===== src/rtl/store_queue_if.sv =====
// Memory write port between the store queue (master) and the data memory (slave).
// The store queue presents one store per transfer; memory accepts it with mem_wr_ready.
interface store_queue_if #(
   parameter int XLEN = 32
);
   logic            mem_wr_valid;
   logic [XLEN-1:0] mem_wr_addr;
   logic [XLEN-1:0] mem_wr_data;
   logic            mem_wr_ready;

   modport master (
      output mem_wr_valid,
      output mem_wr_addr,
      output mem_wr_data,
      input  mem_wr_ready
   );

   modport slave (
      input  mem_wr_valid,
      input  mem_wr_addr,
      input  mem_wr_data,
      output mem_wr_ready
   );
endinterface


===== src/rtl/store_queue.sv =====
// Circular store queue beside the reorder buffer.
// Entries are allocated at dispatch, collect their address (AGU) and data (CDB) by ROB tag,
// are marked committed when the ROB retires them, and drain in order to the memory write port.
// Per-entry valid/tag vectors are exported so the flush logic can pick a new tail.
module store_queue #(
   parameter int XLEN          = 32,
   parameter int ROB_TAG_WIDTH = 4,
   parameter int STQ_SIZE      = 8,
   parameter int STQ_TAG_WIDTH = 3
) (
   input  logic                              clk,
   input  logic                              reset,
   input  logic                              alloc_en_i,
   input  logic [ROB_TAG_WIDTH-1:0]          alloc_rob_tag_i,
   input  logic                              agu_address_valid_i,
   input  logic [XLEN-1:0]                   agu_address_data_i,
   input  logic [ROB_TAG_WIDTH-1:0]          agu_address_rob_tag_i,
   input  logic                              cdb_valid_i,
   input  logic [XLEN-1:0]                   cdb_data_i,
   input  logic [ROB_TAG_WIDTH-1:0]          cdb_rob_tag_i,
   input  logic                              rob_commit_i,
   input  logic [ROB_TAG_WIDTH-1:0]          rob_head_i,
   input  logic                              flush_stq_i,
   input  logic [STQ_TAG_WIDTH-1:0]          stq_new_tail_i,
   store_queue_if.master                     mem_if,
   output logic [STQ_SIZE-1:0]               stq_valid_o,
   output logic [STQ_SIZE*ROB_TAG_WIDTH-1:0] stq_rob_tag_o,
   output logic [STQ_SIZE-1:0]               stq_committed_o,
   output logic [STQ_TAG_WIDTH-1:0]          head_o,
   output logic [STQ_TAG_WIDTH-1:0]          tail_o,
   output logic                              full_o,
   output logic                              empty_o
);

   // Control state: per-entry flags and the two ring pointers (reset-cleared)
   logic [STQ_SIZE-1:0]      valid_q,    valid_d;
   logic [STQ_SIZE-1:0]      addr_vld_q, addr_vld_d;
   logic [STQ_SIZE-1:0]      data_vld_q, data_vld_d;
   logic [STQ_SIZE-1:0]      cmt_q,      cmt_d;
   logic [STQ_TAG_WIDTH-1:0] head_q,     head_d;
   logic [STQ_TAG_WIDTH-1:0] tail_q,     tail_d;

   // Payload state: only meaningful while the matching flag is set, so never reset
   logic [ROB_TAG_WIDTH-1:0] tag_q  [STQ_SIZE];
   logic [ROB_TAG_WIDTH-1:0] tag_d  [STQ_SIZE];
   logic [XLEN-1:0]          addr_q [STQ_SIZE];
   logic [XLEN-1:0]          addr_d [STQ_SIZE];
   logic [XLEN-1:0]          data_q [STQ_SIZE];
   logic [XLEN-1:0]          data_d [STQ_SIZE];

   logic                     full;
   logic                     empty;
   logic                     head_ready;
   logic                     drain_fire;
   logic                     alloc_fire;
   logic [STQ_TAG_WIDTH-1:0] flush_len;
   logic [STQ_SIZE-1:0]      flush_mask;

   // head==tail is ambiguous on the pointers alone; occupancy comes from the valid bits
   assign full  = &valid_q;
   assign empty = ~|valid_q;

   // The head entry is ready to write once it is committed and both operands have arrived
   assign head_ready = valid_q[head_q] & cmt_q[head_q] & addr_vld_q[head_q] & data_vld_q[head_q];
   assign drain_fire = head_ready & mem_if.mem_wr_ready;

   // A full queue refuses allocation even if the head drains this cycle; flush also blocks it
   assign alloc_fire = alloc_en_i & ~full & ~flush_stq_i;

   // Select the indices being squashed: [new_tail, tail) modulo the ring size.
   // An empty range on a full queue means "everything after the committed stores".
   always_comb begin
      flush_len  = tail_q - stq_new_tail_i;
      flush_mask = '0;
      for (int i = 0; i < STQ_SIZE; i++) begin
         if (flush_stq_i) begin
            if (flush_len == '0) begin
               flush_mask[i] = full & ~cmt_q[i];
            end else begin
               flush_mask[i] = STQ_TAG_WIDTH'(STQ_TAG_WIDTH'(i) - stq_new_tail_i) < flush_len;
            end
         end
      end
   end

   // Next-state for every entry: capture, commit, drain, flush, then allocate
   always_comb begin
      valid_d    = valid_q;
      addr_vld_d = addr_vld_q;
      data_vld_d = data_vld_q;
      cmt_d      = cmt_q;
      head_d     = head_q;
      tail_d     = tail_q;
      tag_d      = tag_q;
      addr_d     = addr_q;
      data_d     = data_q;

      // Tag-matched capture and commit only touch live entries that survive a flush.
      // The entry being allocated is not yet valid, so it cannot capture this cycle.
      for (int i = 0; i < STQ_SIZE; i++) begin
         if (valid_q[i] && !flush_mask[i]) begin
            if (agu_address_valid_i && (tag_q[i] == agu_address_rob_tag_i)) begin
               addr_d[i]     = agu_address_data_i;
               addr_vld_d[i] = 1'b1;
            end
            if (cdb_valid_i && (tag_q[i] == cdb_rob_tag_i)) begin
               data_d[i]     = cdb_data_i;
               data_vld_d[i] = 1'b1;
            end
            if (rob_commit_i && !cmt_q[i] && (tag_q[i] == rob_head_i)) begin
               cmt_d[i] = 1'b1;
            end
         end
      end

      // Retire the head entry once memory has taken it
      if (drain_fire) begin
         valid_d[head_q]    = 1'b0;
         addr_vld_d[head_q] = 1'b0;
         data_vld_d[head_q] = 1'b0;
         cmt_d[head_q]      = 1'b0;
         head_d             = head_q + STQ_TAG_WIDTH'(1);
      end

      // Squash the selected entries and rewind the tail
      if (flush_stq_i) begin
         for (int i = 0; i < STQ_SIZE; i++) begin
            if (flush_mask[i]) begin
               valid_d[i]    = 1'b0;
               addr_vld_d[i] = 1'b0;
               data_vld_d[i] = 1'b0;
               cmt_d[i]      = 1'b0;
            end
         end
         tail_d = stq_new_tail_i;
      end

      // New store at the tail starts with only its tag known
      if (alloc_fire) begin
         valid_d[tail_q]    = 1'b1;
         tag_d[tail_q]      = alloc_rob_tag_i;
         addr_vld_d[tail_q] = 1'b0;
         data_vld_d[tail_q] = 1'b0;
         cmt_d[tail_q]      = 1'b0;
         tail_d             = tail_q + STQ_TAG_WIDTH'(1);
      end
   end

   // Control registers with synchronous reset that overrides all other activity
   always_ff @(posedge clk) begin
      if (reset) begin
         valid_q    <= '0;
         addr_vld_q <= '0;
         data_vld_q <= '0;
         cmt_q      <= '0;
         head_q     <= '0;
         tail_q     <= '0;
      end else begin
         valid_q    <= valid_d;
         addr_vld_q <= addr_vld_d;
         data_vld_q <= data_vld_d;
         cmt_q      <= cmt_d;
         head_q     <= head_d;
         tail_q     <= tail_d;
      end
   end

   // Payload registers; stale contents are masked by the flags
   always_ff @(posedge clk) begin
      tag_q  <= tag_d;
      addr_q <= addr_d;
      data_q <= data_d;
   end

   // Memory write port driven straight from registered head state, zeroed when idle
   always_comb begin
      mem_if.mem_wr_valid = head_ready;
      mem_if.mem_wr_addr  = head_ready ? addr_q[head_q] : '0;
      mem_if.mem_wr_data  = head_ready ? data_q[head_q] : '0;
   end

   // Status exports for the flush logic and observers
   always_comb begin
      stq_rob_tag_o = '0;
      for (int i = 0; i < STQ_SIZE; i++) begin
         stq_rob_tag_o[i*ROB_TAG_WIDTH +: ROB_TAG_WIDTH] = tag_q[i];
      end
   end

   assign stq_valid_o     = valid_q;
   assign stq_committed_o = cmt_q;
   assign head_o          = head_q;
   assign tail_o          = tail_q;
   assign full_o          = full;
   assign empty_o         = empty;

endmodule

===== src/flat_wrapper.sv =====
// flat-port wrapper written by rule: the top's interface ports become plain ports
module store_queue_flat 
#(
   parameter int XLEN          = 32,
   parameter int ROB_TAG_WIDTH = 4,
   parameter int STQ_SIZE      = 8,
   parameter int STQ_TAG_WIDTH = 3
)
  (clk, reset, alloc_en_i, alloc_rob_tag_i, agu_address_valid_i, agu_address_data_i, agu_address_rob_tag_i, cdb_valid_i, cdb_data_i, cdb_rob_tag_i, rob_commit_i, rob_head_i, flush_stq_i, stq_new_tail_i, stq_valid_o, stq_rob_tag_o, stq_committed_o, head_o, tail_o, full_o, empty_o, mem_if_mem_wr_valid, mem_if_mem_wr_addr, mem_if_mem_wr_data, mem_if_mem_wr_ready);
  store_queue_if #(.XLEN(XLEN)) mem_if_i ();
  input  logic clk;
  input  logic reset;
  input  logic alloc_en_i;
  input  logic [ROB_TAG_WIDTH-1:0] alloc_rob_tag_i;
  input  logic agu_address_valid_i;
  input  logic [XLEN-1:0] agu_address_data_i;
  input  logic [ROB_TAG_WIDTH-1:0] agu_address_rob_tag_i;
  input  logic cdb_valid_i;
  input  logic [XLEN-1:0] cdb_data_i;
  input  logic [ROB_TAG_WIDTH-1:0] cdb_rob_tag_i;
  input  logic rob_commit_i;
  input  logic [ROB_TAG_WIDTH-1:0] rob_head_i;
  input  logic flush_stq_i;
  input  logic [STQ_TAG_WIDTH-1:0] stq_new_tail_i;
  output logic [STQ_SIZE-1:0] stq_valid_o;
  output logic [STQ_SIZE*ROB_TAG_WIDTH-1:0] stq_rob_tag_o;
  output logic [STQ_SIZE-1:0] stq_committed_o;
  output logic [STQ_TAG_WIDTH-1:0] head_o;
  output logic [STQ_TAG_WIDTH-1:0] tail_o;
  output logic full_o;
  output logic empty_o;
  output wire logic [$bits(mem_if_i.mem_wr_valid)-1:0] mem_if_mem_wr_valid;
  output wire logic [$bits(mem_if_i.mem_wr_addr)-1:0] mem_if_mem_wr_addr;
  output wire logic [$bits(mem_if_i.mem_wr_data)-1:0] mem_if_mem_wr_data;
  input wire logic [$bits(mem_if_i.mem_wr_ready)-1:0] mem_if_mem_wr_ready;
  assign mem_if_mem_wr_valid = mem_if_i.mem_wr_valid;
  assign mem_if_mem_wr_addr = mem_if_i.mem_wr_addr;
  assign mem_if_mem_wr_data = mem_if_i.mem_wr_data;
  assign mem_if_i.mem_wr_ready = mem_if_mem_wr_ready;
  store_queue #(.XLEN(XLEN), .ROB_TAG_WIDTH(ROB_TAG_WIDTH), .STQ_SIZE(STQ_SIZE), .STQ_TAG_WIDTH(STQ_TAG_WIDTH)) u_core (.clk(clk), .reset(reset), .alloc_en_i(alloc_en_i), .alloc_rob_tag_i(alloc_rob_tag_i), .agu_address_valid_i(agu_address_valid_i), .agu_address_data_i(agu_address_data_i), .agu_address_rob_tag_i(agu_address_rob_tag_i), .cdb_valid_i(cdb_valid_i), .cdb_data_i(cdb_data_i), .cdb_rob_tag_i(cdb_rob_tag_i), .rob_commit_i(rob_commit_i), .rob_head_i(rob_head_i), .flush_stq_i(flush_stq_i), .stq_new_tail_i(stq_new_tail_i), .mem_if(mem_if_i), .stq_valid_o(stq_valid_o), .stq_rob_tag_o(stq_rob_tag_o), .stq_committed_o(stq_committed_o), .head_o(head_o), .tail_o(tail_o), .full_o(full_o), .empty_o(empty_o));
endmodule

===== config.mk =====
export PLATFORM = sky130hd
export DESIGN_NAME = store_queue_flat
export DESIGN_NICKNAME = d
export VERILOG_FILES = /design/src/rtl/store_queue_if.sv /design/src/rtl/store_queue.sv /design/src/flat_wrapper.sv
export SDC_FILE = /design/constraint.sdc
export NUM_CORES = 1
export LEC_CHECK = 0
export ABC_AREA = 1
export BUFFER_PORTS_ARGS = -buffer_cell sky130_fd_sc_hd__buf_2
export CORE_MARGIN = 2
export CORE_UTILIZATION = 54
export DETAILED_ROUTE_END_ITERATION = 10
export GPL_TIMING_DRIVEN = 0
export PLACE_DENSITY = 0.76
export REMOVE_ABC_BUFFERS = 1
export SYNTH_ARGS = -nofsm -noshare
export SYNTH_HDL_FRONTEND = slang
export SYNTH_SLANG_ARGS = --single-unit

===== constraint.sdc =====
create_clock -name clk -period 3.8 [get_ports clk]
set_input_delay 0.57 -clock clk [delete_from_list [all_inputs] [get_ports clk]]
set_output_delay 0.57 -clock clk [all_outputs]
set_load 0.05 [all_outputs]

==> Word level (Yosys, flattened, before mapping) <==
Cells that the tools add are included.
{ "word_totals": {"ff_bits": 582, "latch_bits": 0, "ramBits": 0, "rom_bits": 0, "inputBits": 91, "output_inout_bits": 121, "wordCells": 329, "memories": 0} }
{ "op_classes": {"addsub": 11, "n_mul": 0, "div_mod_pow": 0, "magnitude_cmp": 15, "eq_ne": 24, "n_shift": 0, "mux": 133, "bitwise_logic": 36, "reduce_logical": 80} }
{ "op_table": {"columns": ["op", "n"], "rows": [
  ["32-bit binary-select mux with 3-bit select", 2],
  ["32-bit two-way mux", 6],
  ["1-bit two-way mux", 102],
  ["4-bit == test", 24],
  ["8-bit two-way mux", 12],
  ["8-bit AND", 7],
  ["1-bit logical AND", 43],
  ["32-bit bitwise mux", 1],
  ["2-bit AND reduction", 16],
  ["3-bit < comparator", 8],
  ["1-bit zero test", 17],
  ["8-bit inverter", 2],
  ["1-bit AND", 14],
  ["1-bit binary-select mux with 3-bit select", 4],
  ["4-bit demux with 3-bit select", 1],
  ["3-bit subtractor (first input constant)", 4],
  ["1-bit inverter", 10],
  ["4-bit greater-or-equal comparator (second input constant)", 2],
  ["3-bit by 4-bit < comparator with 1-bit output (second input constant)", 2],
  ["3-bit inverter with 4-bit output", 2],
  ["8-bit bitwise OR", 1],
  ["8-bit AND reduction", 1],
  ["8-bit OR reduction", 1],
  ["3-bit by 1-bit adder with 3-bit output (second input constant)", 2],
  ["other kinds (10)", 15]
]} }

==> Logic depth before layout (Yosys ltp) <==
Gate-level depths: netlist of the first run.
{ "depth": {"word_depth": 13, "depth_mapped": 16, "depth_no_buf": 16} }

==> Least setup slack after synthesis of the first run <==
Ideal clock, no wire load.
{ "synth_path": {"kind": "register -> register", "startpoint": "register u_core.tail_q[0], in the netlist u_core.tail_o[0]", "endpoint": "register u_core.addr_q[32] in the netlist's numbering (enable)", "setup_time_ns": 0.421, "arrival_ns": 3.999, "required_time_ns": 3.379, "slack_ns": -0.621, "path_stages_with_launch": 14, "path_buffers": 0, "period_less_slack_ns": 4.421, "path_cell_list": "dfxtp_1 > inv_1 > ha_1 > inv_1 > fa_1 > inv_1 > ha_1 > a21oi_1 > or2_2 > nand2_1 > nand2_1 > nand3_2 > nand2_1 > nor2_1"} }
{ "synth_via": {"elab_chain_cells": 7, "word_cells_on_any_way": 8, "classes_between": "add/sub: 1; order compare: 1; mux: 2; reduce/logical: 4"} }
{ "synth_rtl": {"columns": ["item", "line", "rtl"], "rows": [
  ["start: declaration", "store_queue.sv:41", "logic [STQ_TAG_WIDTH-1:0] tail_q, tail_d;"],
  ["start signal: assignment", "store_queue.sv:164", "tail_q <= tail_d;"],
  ["3-bit subtractor (*)", "store_queue.sv:73", "flush_len = tail_q - stq_new_tail_i;"],
  ["3-bit < comparator / 3-bit zero test (equally long branches)", "store_queue.sv:80, store_queue.sv:77", null],
  ["1-bit two-way mux (*)", "store_queue.sv:77", "if (flush_len == '0) begin"],
  ["1-bit two-way mux (*)", "store_queue.sv:76", "if (flush_stq_i) begin"],
  ["1-bit zero test (*)", "store_queue.sv:101", "if (valid_q[i] && !flush_mask[i]) begin"],
  ["1-bit logical AND (*)", "store_queue.sv:101", null],
  ["2-bit AND reduction (no source line) (*)", null, null],
  ["end signal: assignment", "store_queue.sv:171", "addr_q <= addr_d;"],
  ["end: declaration", "store_queue.sv:46", "logic [XLEN-1:0] addr_q [STQ_SIZE];"]
]} }
Every way passes the cells marked *; elsewhere a longest branch is shown, timed or not.
A chain may end at the register's enable or synchronous reset.

==> Worst setup path after layout of the first run <==
{ "layout_path": {"startpoint": "register u_core.head_q[1], in the netlist u_core.head_o[1]", "endpoint": "output mem_if_mem_wr_addr[0]"} }
{ "layout_via": {"elab_chain_cells": 6, "word_cells_on_any_way": 16, "classes_between": "mux: 12; bitwise: 4"} }
{ "layout_rtl": {"columns": ["item", "line", "rtl"], "rows": [
  ["start: declaration", "store_queue.sv:40", "logic [STQ_TAG_WIDTH-1:0] head_q, head_d;"],
  ["start signal: assignment", "store_queue.sv:156", "head_q <= '0;"],
  ["start signal: assignment", "store_queue.sv:163", "head_q <= head_d;"],
  ["1-bit binary-select mux with 3-bit select", "store_queue.sv:64", "assign head_ready = valid_q[head_q] & cmt_q[head_q] & addr_vld_q[head_q] & data_vld_q[head_q];"],
  ["1-bit two-way mux (not written as such)", "store_queue.sv:64", null],
  ["1-bit AND (3 in a row)", "store_queue.sv:64", null],
  ["32-bit two-way mux (*)", "store_queue.sv:178", "mem_if.mem_wr_addr = head_ready ? addr_q[head_q] : '0;"],
  ["end: declaration", "flat_wrapper.sv:33", "output wire logic [$bits(mem_if_i.mem_wr_addr)-1:0] mem_if_mem_wr_addr;"]
]} }
Every way passes the cells marked *; elsewhere a longest branch is shown, timed or not. The select of a mux whose other input is x is not followed.

==> out/metrics.csv, run 1 <==
stage,metric,value,unit
run_status,status,"complete, no violations",
power,Max VDD drop,352,µV
worst_setup_path,"Cell Chain, Critical Path",inv_2 > nor2_4 > buf_12 > nand3_1 > nand2_1 > nor2_1 > nand2_1 > nor2_8 > nand2_8 > buf_16 > nor2_1 > buf_4,
clock_network,TritonCTS Buffers,56,
synthesis,Seq cells post-synth,582,
timing,Worst-Margin Slew,0.919,ns
clock_network,hold-fix buffers at CTS,0,
timing,WHS,0.216,ns
synthesis,Yosys warning count,0,
timing,Tcrit/Tclk final,97.7,%
timing,Final Hold Fails,0,
worst_setup_path,crit-path leading delay family,simple AND/OR/NAND/NOR gates,
floorplan,IO Pins,212,
timing,Rel. slew slack,38.7,%
cells_and_area,area grow syn2layout,17.6,%
power,clock power share,41.7,%
cells_and_area,multi-input logic area,7040,µm²
power,Psw,2740,µW
place,DP HPWL,38.3,mm
clock_network,CTS tree,built,
cells_and_area,final layout net count,2555,
floorplan,core area,45500,µm²
floorplan,Initial Util,54.8,%
floorplan,Total Die Area,47900,µm²
synthesis,biggest area consumer among synthesized cells,edfxtp_1,
cells_and_area,most frequent cells in the layout,"606 x nand2_1, 544 x edfxtp_1, 224 x nand3_1",
synthesis,post-synth top area share,65.5,%
timing,Setup Viol. Count Final,0,
cells_and_area,Filler cells,3325,
min_path,Tightest Hold Check Type,primary input to register,
worst_setup_path,CP Capture Type,primary output,
worst_setup_path,Critical Path RT,3.23,ns
drt,vias per inst,5.92,
cells_and_area,share of cells above drive strength 1,16.4,%
power,PwrDens,442,nW/µm²
power,Power Internal,10200,µW
power,switch share,21.1,%
clock_network,CTS sink cnt,582,
synthesis,Synth Area per Inst,11.2,µm²
worst_setup_path,Worst Path Arrival,3.14,ns
place,gp weighted congestion,0.951,
global_route,gr ovfl total,0,
power,P_leak,0.0108,µW
clock_network,worst skew pair latency,0.62,ns
worst_setup_path,CP Buf/Inv Count,4,
synthesis,Synth area leaders,"edfxtp_1 65%, nand2_1 9.2%, nand3_1 4.5%",
global_route,largest net degree at the start of global routing,147,
drt,Routed Antenna Nets,0,
timing,f_max,0.269,GHz
power,Comb pwr share,4.1,%
synthesis,register area share after synthesis,68.5,%
place,I/O Buffers,211,
cells_and_area,"most common cell after layout, fill and taps aside",nand2_1,
worst_setup_path,Crit-path slowest cell,dfxtp_2,
worst_setup_path,Crit Path Category,register to primary output,
drt,DR iter-0 viols,2054,
synthesis,Post-Syn Instances,2235,
cells_and_area,area taken by flip-flops and latches,17100,µm²
worst_setup_path,Critical Path Fanout Max,28,
drt,Avg WL per Cell,21.7,µm
synthesis,mapped cell area,24900,µm²
clock_network,clock slew at reported path FFs,0.06,ns
timing,clk_skew,0.0204,ns
worst_setup_path,Setup crit start kind,register,
timing,Slew Limit Fails,0,
synthesis,Netlist cell types,40,
timing,Final min period,3.71,ns
drt,drt pass-1 iters,8,
global_route,first-pass GRT wire length,98.8,mm
global_route,initial antenna violation count,8,
global_route,vias in the first global route,17500,
drt,DRC Markers,0,
clock_network,clk buf depth,3,
clock_network,CTS root buf,clkbuf_16,
drt,vias,18400,
floorplan,# rows,78,
clock_network,htree depth,2,
floorplan,Die W,219,µm
job,max_cap viols,0,
worst_setup_path,critical path's largest stage delay,0.37,ns
power,sequential power share,54.2,%
cells_and_area,Final Util,64.5,%
floorplan,die height,219,µm
drt,DRT Wirelength,67.4,mm
global_route,Total GRT Usage,27.3,%
==> layout make-up <==
| class | instances | share of cell area [%] |
|---|---|---|
| flip-flops and latches | 582 | 58.3 |
| multi-input cells | 1416 | 24.0 |
| repair buffers | 276 | 7.39 |
| clock buffers | 73 | 5.14 |
| well taps | 600 | 2.56 |
| inverters | 116 | 1.56 |
| clock inverters | 31 | 0.981 |
| diodes | 6 | 0.0512 |
| repair inverters | 1 | 0.0299 |
==> power by group through the flow <==
stage                     Combinational, µW  Clock, µW  Sequential (µW)
after floorplan                         251          0             7200
after global placement                  491          0             7170
after detailed placement                516          0             7170
after CTS                               519       5450             7030
after global routing                    585       5730             7030
final                                   530       5410             7040
==> kinds of logic (layout without fill, tap and decap cells) <==
| group | Yosys count | in the layout | synth area share [%] |
|---|---|---|---|
| DFF | 582 | 582 | 68.5 |
| adders and majority gates | 15 | 15 | 0.783 |
| AOI/OAI and AO/OA | 169 | 169 | 4.77 |
| buffers and inverters | 240 | 497 | 4.03 |
| xor gates and xnor gates | 31 | 31 | 1.09 |
| other | 0 | 6 | 0 |
| and+or+nand+nor | 1198 | 1201 | 20.8 |
==> metal layers <==
layer,global-route usage (%),up-vias,routed length (µm)
li1,-,8354,-
met1,37.1,8827,26500
met2,43.4,1032,32200
met3,4.99,136,6820
met4,11.8,6,1790
met5,0,-,35
==> sequential cells by signal, indices dropped and copies added (netlist names) <==
name and flops:
u_core.addr_q 256, u_core.data_q 256, u_core.stq_rob_tag_o 32, u_core.addr_vld_q 8, u_core.data_vld_q 8, u_core.stq_committed_o 8, u_core.stq_valid_o 8, u_core.head_o 3
u_core.tail_o 3
==> synthesized netlist by cell type <==
cell / instances
a31o_2: 3
nand4_4: 1
xor2_1: 20
xnor2_1: 11
inv_4: 1
clkinv_1: 1
buf_6: 10
a211oi_1: 8
inv_1: 109
nor2_4: 3
nor3_1: 145
a221oi_1: 4
or2_2: 2
dfxtp_1: 38
o2111ai_1: 4
nor2_1: 169
inv_2: 5
a21oi_1: 41
nand4_1: 22
o22ai_1: 17
o221ai_1: 4
nand3b_1: 13
o21ai_0: 18
clkbuf_1: 80
ha_1: 14
nand3_2: 5
nand2_1: 608
nand2_4: 1
a311oi_1: 64
fa_1: 1
buf_1: 17
nor2_2: 3
o211ai_1: 2
edfxtp_1: 544
buf_4: 2
o21ai_1: 4
buf_2: 15
nand3_1: 224
nand3_4: 1
nor2_8: 1
==> per-stage QoR <==
step | setup slack, ns | cell area, µm² | setup TNS [ns] | instances | power, µW
final | 0.0877 | 29300 | 0 | 3101 | 13000
after global routing | -0.00370 | 29300 | -0.00370 | 3100 | 13300
after CTS | 0.00270 | 29000 | 0 | 3067 | 13000
after detailed placement | -0.159 | 26900 | -9.53 | 2949 | 7690
after global placement | -15.15 | 26200 | -2458.21 | 2922 | 7660
after floorplan | -7.77 | 24400 | -1003.00 | 2111 | 7450
==> worst paths after layout <==
kind,cells after the start,start,endpoint,slack (ns)
setup / recovery,12,u_core.head_o[1],mem_if_mem_wr_addr[0],0.09
hold reg to reg,2,u_core.addr_vld_q[7],u_core.addr_vld_q[7],0.49
setup reg to reg,15,u_core.tail_o[0],u_core.addr_q[192],0.24
hold / removal,1,cdb_data_i[28],u_core.data_q[156],0.22
==> what timing repair did <==
action                                  in CTS  in global routing
endpoints found under the setup margin     112                364
cloned                                       4                  3
buffers inserted                            10                 25
pin swaps                                    5                 13
resized for setup                           20                  9
Note: power is estimated with default switching activity, not from simulation.
==> run 2: changes to the inputs <==
- ABC_AREA: 1 -> not set
==> run 2 against run 1 <==
Compared with the run above: sequential share of layout area up 1.6 points; total power shrank 2.6%; worst hold slack improved by 0.0036 ns; first-iteration DRC count fell by 40%; die area decreased by 3.0%; final cell count is 28% lower; clock power fell by 5.0%; register-to-register slack got worse by 0.02 ns; highest routed layer unchanged.
==> out/metrics.csv, run 2 <==
stage,metric,value,unit
power,P_leak,0.00934,µW
timing,Tcrit/Tclk final,98.4,%
power,Comb pwr share,3.7,%
floorplan,Total Die Area,46500,µm²
floorplan,Initial Util,54.7,%
synthesis,"count leader, synth",edfxtp_1,
drt,DRT Wirelength,56.7,mm
synthesis,post-synth top area share,67.6,%
timing,WHS,0.220,ns
cells_and_area,Final Util,64.7,%
global_route,Total GRT Usage,24.3,%
timing,Worst-Margin Slew,0.959,ns
job,max_cap viols,0,
place,gp weighted congestion,0.908,
cells_and_area,most frequent cells in the layout,"544 x edfxtp_1, 197 x buf_2, 128 x mux4_2",
global_route,GR Util met3,6.00,%
worst_setup_path,CP Capture Type,primary output,
worst_setup_path,"Cell Chain, Critical Path",buf_4 > nand3b_1 > a32oi_2 > o31ai_4 > or4_4 > buf_12 > nor2_1 > buf_2,
clock_network,clock slew at reported path FFs,0.07,ns
worst_setup_path,Worst Path Arrival,3.17,ns
cells_and_area,share of cells above drive strength 1,33.2,%
global_route,largest net degree at the start of global routing,56,
power,Psw,2660,µW
synthesis,mapped cell area,24200,µm²
timing,Final min period,3.74,ns
floorplan,IO Pins,212,
worst_setup_path,crit-path leading delay family,simple AND/OR/NAND/NOR gates,
timing,Slew Limit Fails,0,
clock_network,hold-fix buffers at CTS,0,
timing,Setup Viol. Count Final,0,
timing,Rel. slew slack,35.2,%
power,clock power share,40.7,%
global_route,first-pass GRT wire length,83.1,mm
cells_and_area,final layout net count,1693,
floorplan,Die W,216,µm
synthesis,biggest area consumer among synthesized cells,edfxtp_1,
cells_and_area,area grow syn2layout,18.3,%
clock_network,clk buf depth,3,
power,Max VDD drop,342,µV
drt,Routed Antenna Nets,0,
clock_network,worst skew pair latency,0.61,ns
synthesis,Synth Area per Inst,18.3,µm²
worst_setup_path,Critical Path RT,3.23,ns
min_path,Tightest Hold Check Type,primary input to register,
power,PwrDens,442,nW/µm²
timing,clk_skew,0.0181,ns
place,I/O Buffers,211,
clock_network,TritonCTS Buffers,55,
synthesis,Post-Syn Instances,1324,
worst_setup_path,CP Buf/Inv Count,3,
worst_setup_path,Crit-path slowest cell,or4_4,
drt,vias,13400,
worst_setup_path,Crit Path Category,register to primary output,
floorplan,# rows,77,
drt,vias per inst,6.04,
worst_setup_path,critical path's largest stage delay,0.63,ns
worst_setup_path,Setup crit start kind,register,
synthesis,"top cells by count, synth","544 x edfxtp_1, 128 x mux4_2, 99 x nor2_1, 75 x xor2_1, 72 x mux2i_1",
cells_and_area,multi-input logic area,6870,µm²
worst_setup_path,Critical Path Fanout Max,14,
run_status,status,"complete, no violations",
clock_network,CTS root buf,clkbuf_16,
clock_network,htree depth,2,
global_route,M2 GR Usage,39.1,%
floorplan,die height,216,µm
floorplan,core area,44200,µm²
clock_network,CTS sink cnt,582,
synthesis,top_reg_cell synth,edfxtp_1,
synthesis,asr flop ratio synth,0,%
synthesis,Synth area leaders,"edfxtp_1 68%, mux4_2 12%, dfxtp_1 3.1%",
drt,drt pass-1 iters,5,
timing,final setup TNS,0,ns
synthesis,Netlist cell types,63,
clock_network,CTS tree,built,
global_route,most used routing layer,met2,
synthesis,register area share after synthesis,70.7,%
drt,Avg WL per Cell,25.5,µm
timing,f_max,0.267,GHz
global_route,initial antenna violation count,2,
drt,DRC Markers,0,
cells_and_area,area taken by flip-flops and latches,17100,µm²
timing,Final Hold Fails,0,
power,Power Internal,9980,µW
global_route,gr ovfl total,0,
power,switch share,21.1,%
place,DP HPWL,33.7,mm
global_route,vias in the first global route,13500,
cells_and_area,"most common cell after layout, fill and taps aside",edfxtp_1,
power,sequential power share,55.6,%
synthesis,Post-synth EDFFs,544,
drt,DR iter-0 viols,1235,
global_route,GR Layer Usage met1,32.6,%
cells_and_area,Filler cells,2958,
synthesis,Yosys warning count,0,
synthesis,Seq cells post-synth,582,
==> run 2: changes by cell type in the layout (fill, tap and decap cells not counted), moves of 63 or more <==
cell and change:
nand2_1 -584, inv_1 -89, a311oi_1 -63, nand3_1 -204, mux4_2 +128, mux2i_1 +72, nor3_1 -121
==> run 2: cell families (layout without fill, tap and decap cells) <==
group	after synthesis	in the layout	share of synthesized area (%)
DFF	582	582	70.7
and+or+nand+nor	252	255	5.40
muxes	203	203	15.0
xor gates and xnor gates	105	105	3.93
buffers and inverters	91	394	1.73
AOI/OAI and AO/OA	76	76	2.37
adders and majority gates	15	15	0.807
other	0	1	0
==> run 2: worst paths after layout <==
path,end,cells after the start,slack (ns),start
worst min register to register,u_core.addr_vld_q[5],2,0.47,u_core.addr_vld_q[5]
worst max register to register,u_core.addr_q[73],13,0.22,u_core.tail_o[0]
worst max-delay path,mem_if_mem_wr_addr[16],8,0.06,u_core.head_o[0]
worst min-delay path,u_core.addr_q[119],1,0.22,agu_address_data_i[23]
==> run 2: area by class of cell <==
class	instances	area share, %
diodes	1	0.00875
clock buffers	70	5.01
clock inverters	30	0.814
inverters	21	0.276
multi-input cells	654	24.0
flip-flops and latches	582	59.9
well taps	592	2.59
repair buffers	273	7.44
==> run 2: power groups by stage <==
stage	Combinational [µW]	Sequential (µW)	Clock [µW]
floorplan	206	7200	0
global placement	435	7170	0
detailed placement	460	7160	0
CTS	464	7030	5220
global route	517	7020	5470
finish	472	7030	5140
==> run 2: layer usage <==
metal / vias to the layer above / wire (µm)
met3: 93 / 4470
met4: 2 / 1610
li1: 5819 / -
met2: 579 / 27700
met1: 6930 / 22800
met5: - / 8
==> run 2: metrics by stage <==
step	total power (µW)	std cells	setup WS [ns]	area (µm²)
finish	12600	2223	0.0597	28600
global route	13000	2223	-0.0415	28600
CTS	12700	2201	-0.0157	28300
detailed placement	7620	2079	-0.592	26200
global placement	7600	2057	-8.62	25600
floorplan	7400	1254	-5.83	23800
==> run 2: timing repair <==
action	in CTS	in global routing
cloned	3	0
gates resized for setup	20	26
endpoints found under the hold margin	0	0
setup endpoints to repair	269	330
pin swaps	4	9
buffers inserted	19	21
==> run 3: changes to the inputs <==
- PLACE_DENSITY: 0.76 -> 0.88
==> run 3 against run 2 <==
Compared with the run above: die area did not move; sequential power barely moved; sequential cell count did not move; core utilization rose by 0.25 points; worst hold slack got worse by 0.0053 ns; clock skew rose by 0.011 ns; via count rose by 2.8%; clock power rose by 7.2%; largest cell class unchanged.
==> out/metrics.csv, run 3 (same netlist as run 2, synthesis figures left out) <==
stage,metric,value,unit
run_status,status,"complete, no violations",
drt,Routed Antenna Nets,0,
cells_and_area,"most common cell after layout, fill and taps aside",edfxtp_1,
timing,f_max,0.267,GHz
worst_setup_path,Worst Path Arrival,3.17,ns
worst_setup_path,Setup crit start kind,register,
cells_and_area,Final Util,64.9,%
min_path,Hold EP,u_core.addr_q[97],
timing,Slew Limit Fails,0,
worst_setup_path,Worst Reg-to-Reg Cells,12,
cells_and_area,final layout net count,1687,
power,P_leak,0.00937,µW
timing,Rel. slew slack,38.5,%
floorplan,core area,44200,µm²
drt,DRC Markers,0,
drt,Avg WL per Cell,27.1,µm
timing,Tcrit/Tclk final,98.5,%
place,Placed Cells incl. Taps,2079,
min_path,Tightest Hold Check Type,primary input to register,
floorplan,Initial Util,54.7,%
drt,vias per inst,6.22,
drt,DR iter-0 viols,1464,
floorplan,IO Pins,212,
place,I/O Buffers,211,
worst_setup_path,critical path's largest stage delay,0.58,ns
floorplan,Die W,216,µm
clock_network,clk buf depth,3,
drt,drt pass-1 iters,5,
power,overall power,13000,µW
job,max_cap viols,0,
timing,Setup Viol. Count Final,0,
worst_setup_path,reg2reg setup slack,0.16,ns
power,PwrDens,453,nW/µm²
global_route,first-pass GRT wire length,88.7,mm
cells_and_area,fin area,28700,µm²
place,"Cell Area, Placed",26200,µm²
clock_network,TritonCTS Buffers,56,
worst_setup_path,Crit-path slowest cell,or4_4,
cells_and_area,share of cells above drive strength 1,33.3,%
worst_setup_path,Crit Path Category,register to primary output,
min_path,Hold Path Stages,1,
power,Max VDD drop,374,µV
clock_network,CTS tree,built,
global_route,vias in the first global route,14400,
cells_and_area,area grow syn2layout,18.8,%
global_route,largest net degree at the start of global routing,61,
place,DP HPWL,34.2,mm
timing,WHS,0.215,ns
drt,vias,13800,
cells_and_area,most frequent cells in the layout,"544 x edfxtp_1, 171 x buf_2, 128 x mux4_2",
clock_network,hold-fix buffers at CTS,0,
clock_network,worst skew pair latency,0.62,ns
floorplan,die height,216,µm
drt,DRT Wirelength,60.1,mm
floorplan,Total Die Area,46500,µm²
worst_setup_path,Critical Path Fanout Max,16,
clock_network,htree depth,2,
worst_setup_path,"Cell Chain, Critical Path",buf_16 > a21boi_0 > a211oi_2 > a311oi_2 > or2_4 > or4_4 > buf_12 > nor2_1 > buf_4,
place,gp weighted congestion,0.927,
timing,Worst-Margin Slew,0.908,ns
clock_network,clock slew at reported path FFs,0.06,ns
timing,Final min period,3.74,ns
worst_setup_path,Worst Setup SP,u_core.head_o[1],
floorplan,# rows,77,
timing,Final Hold Fails,0,
min_path,Worst Min Path Start,agu_address_data_i[1],
clock_network,CTS sink cnt,582,
worst_setup_path,FF-to-FF Start,u_core.tail_o[0],
worst_setup_path,CP Capture Type,primary output,
global_route,gr ovfl total,0,
worst_setup_path,r2r endpoint,u_core.data_q[179],
global_route,Total GRT Usage,25.9,%
worst_setup_path,Critical Path RT,3.23,ns
clock_network,CTS root buf,clkbuf_16,
cells_and_area,fin cells,2217,
timing,clk_skew,0.0294,ns
global_route,initial antenna violation count,1,
==> run 3: cell types whose count changed in the layout (fill, tap and decap cells not counted), sizes merged <==
cell	before	now
clkbuf	75	63
clkinvlp	2	3
clkinv	22	29
inv	25	21
bufinv	2	6
bufbuf	0	2
buf	268	264
==> run 3: what timing repair did <==
item	in CTS	in global routing
setup buffers	17	14
resized for setup	56	13
pin swaps	5	9
gates cloned	5	0
setup endpoints to repair	204	346
hold endpoints to repair	0	0
==> run 3: where the power goes <==
group | leakage, µW | internal (µW) | total (µW) | switching [µW]
clock | 0.000888 | 3110 | 5510 | 2390
combinational | 0.00328 | 157 | 480 | 323
sequential | 0.00520 | 7010 | 7030 | 20.5
==> run 3: area by class of cell <==
class,instances,area (µm²)
antenna,1,2.50
clock buffer,63,1430
clock inverter,38,380
fill,2918,15500
inverter,21,78.8
multi-input combinational,654,6870
sequential,582,17100
tap,592,741
timing repair buffer,266,2100
==> run 3: worst max path at each step <==
stage	to	slack, ns	cells after the start
finish	mem_if_mem_wr_addr[5]	0.06	9
floorplan	mem_if_mem_wr_addr[0]	-5.83	4
global placement	mem_if_mem_wr_addr[25]	-8.35	5
detailed placement	u_core.addr_q[211]	-0.49	9
global route	mem_if_mem_wr_addr[4]	-0.006	9
CTS	mem_if_mem_wr_data[5]	0.006	9
==> run 3: metrics by stage <==
stage | TNS [ns] | setup slack, ns
after global routing | -0.00731 | -0.00607
final | 0 | 0.0552
after global placement | -1843.02 | -8.35
after floorplan | -726.47 | -5.83
after detailed placement | -88.26 | -0.489
after CTS | 0 | 0.00593
==> run 3: critical path: cells and delay by family (launching register included) <==
family,cells,cell delay (ns)
compound gates,3,0.52
buf+inv,3,0.58
simple gates,3,1.10
flops,1,0.37
==> run 3: routing by layer <==
metal  part of all wire, %  vias to the layer above  routed length [µm]  global-route usage (%)
li1                      -                     5814                   -                       -
met3                   9.1                      145                5470                    6.15
met4                   3.4                        0                2050                    9.72
met2                    49                      755               29700                    42.6
met1                    38                     7081               22900                    33.8
met5                     0                        -                   0                       0
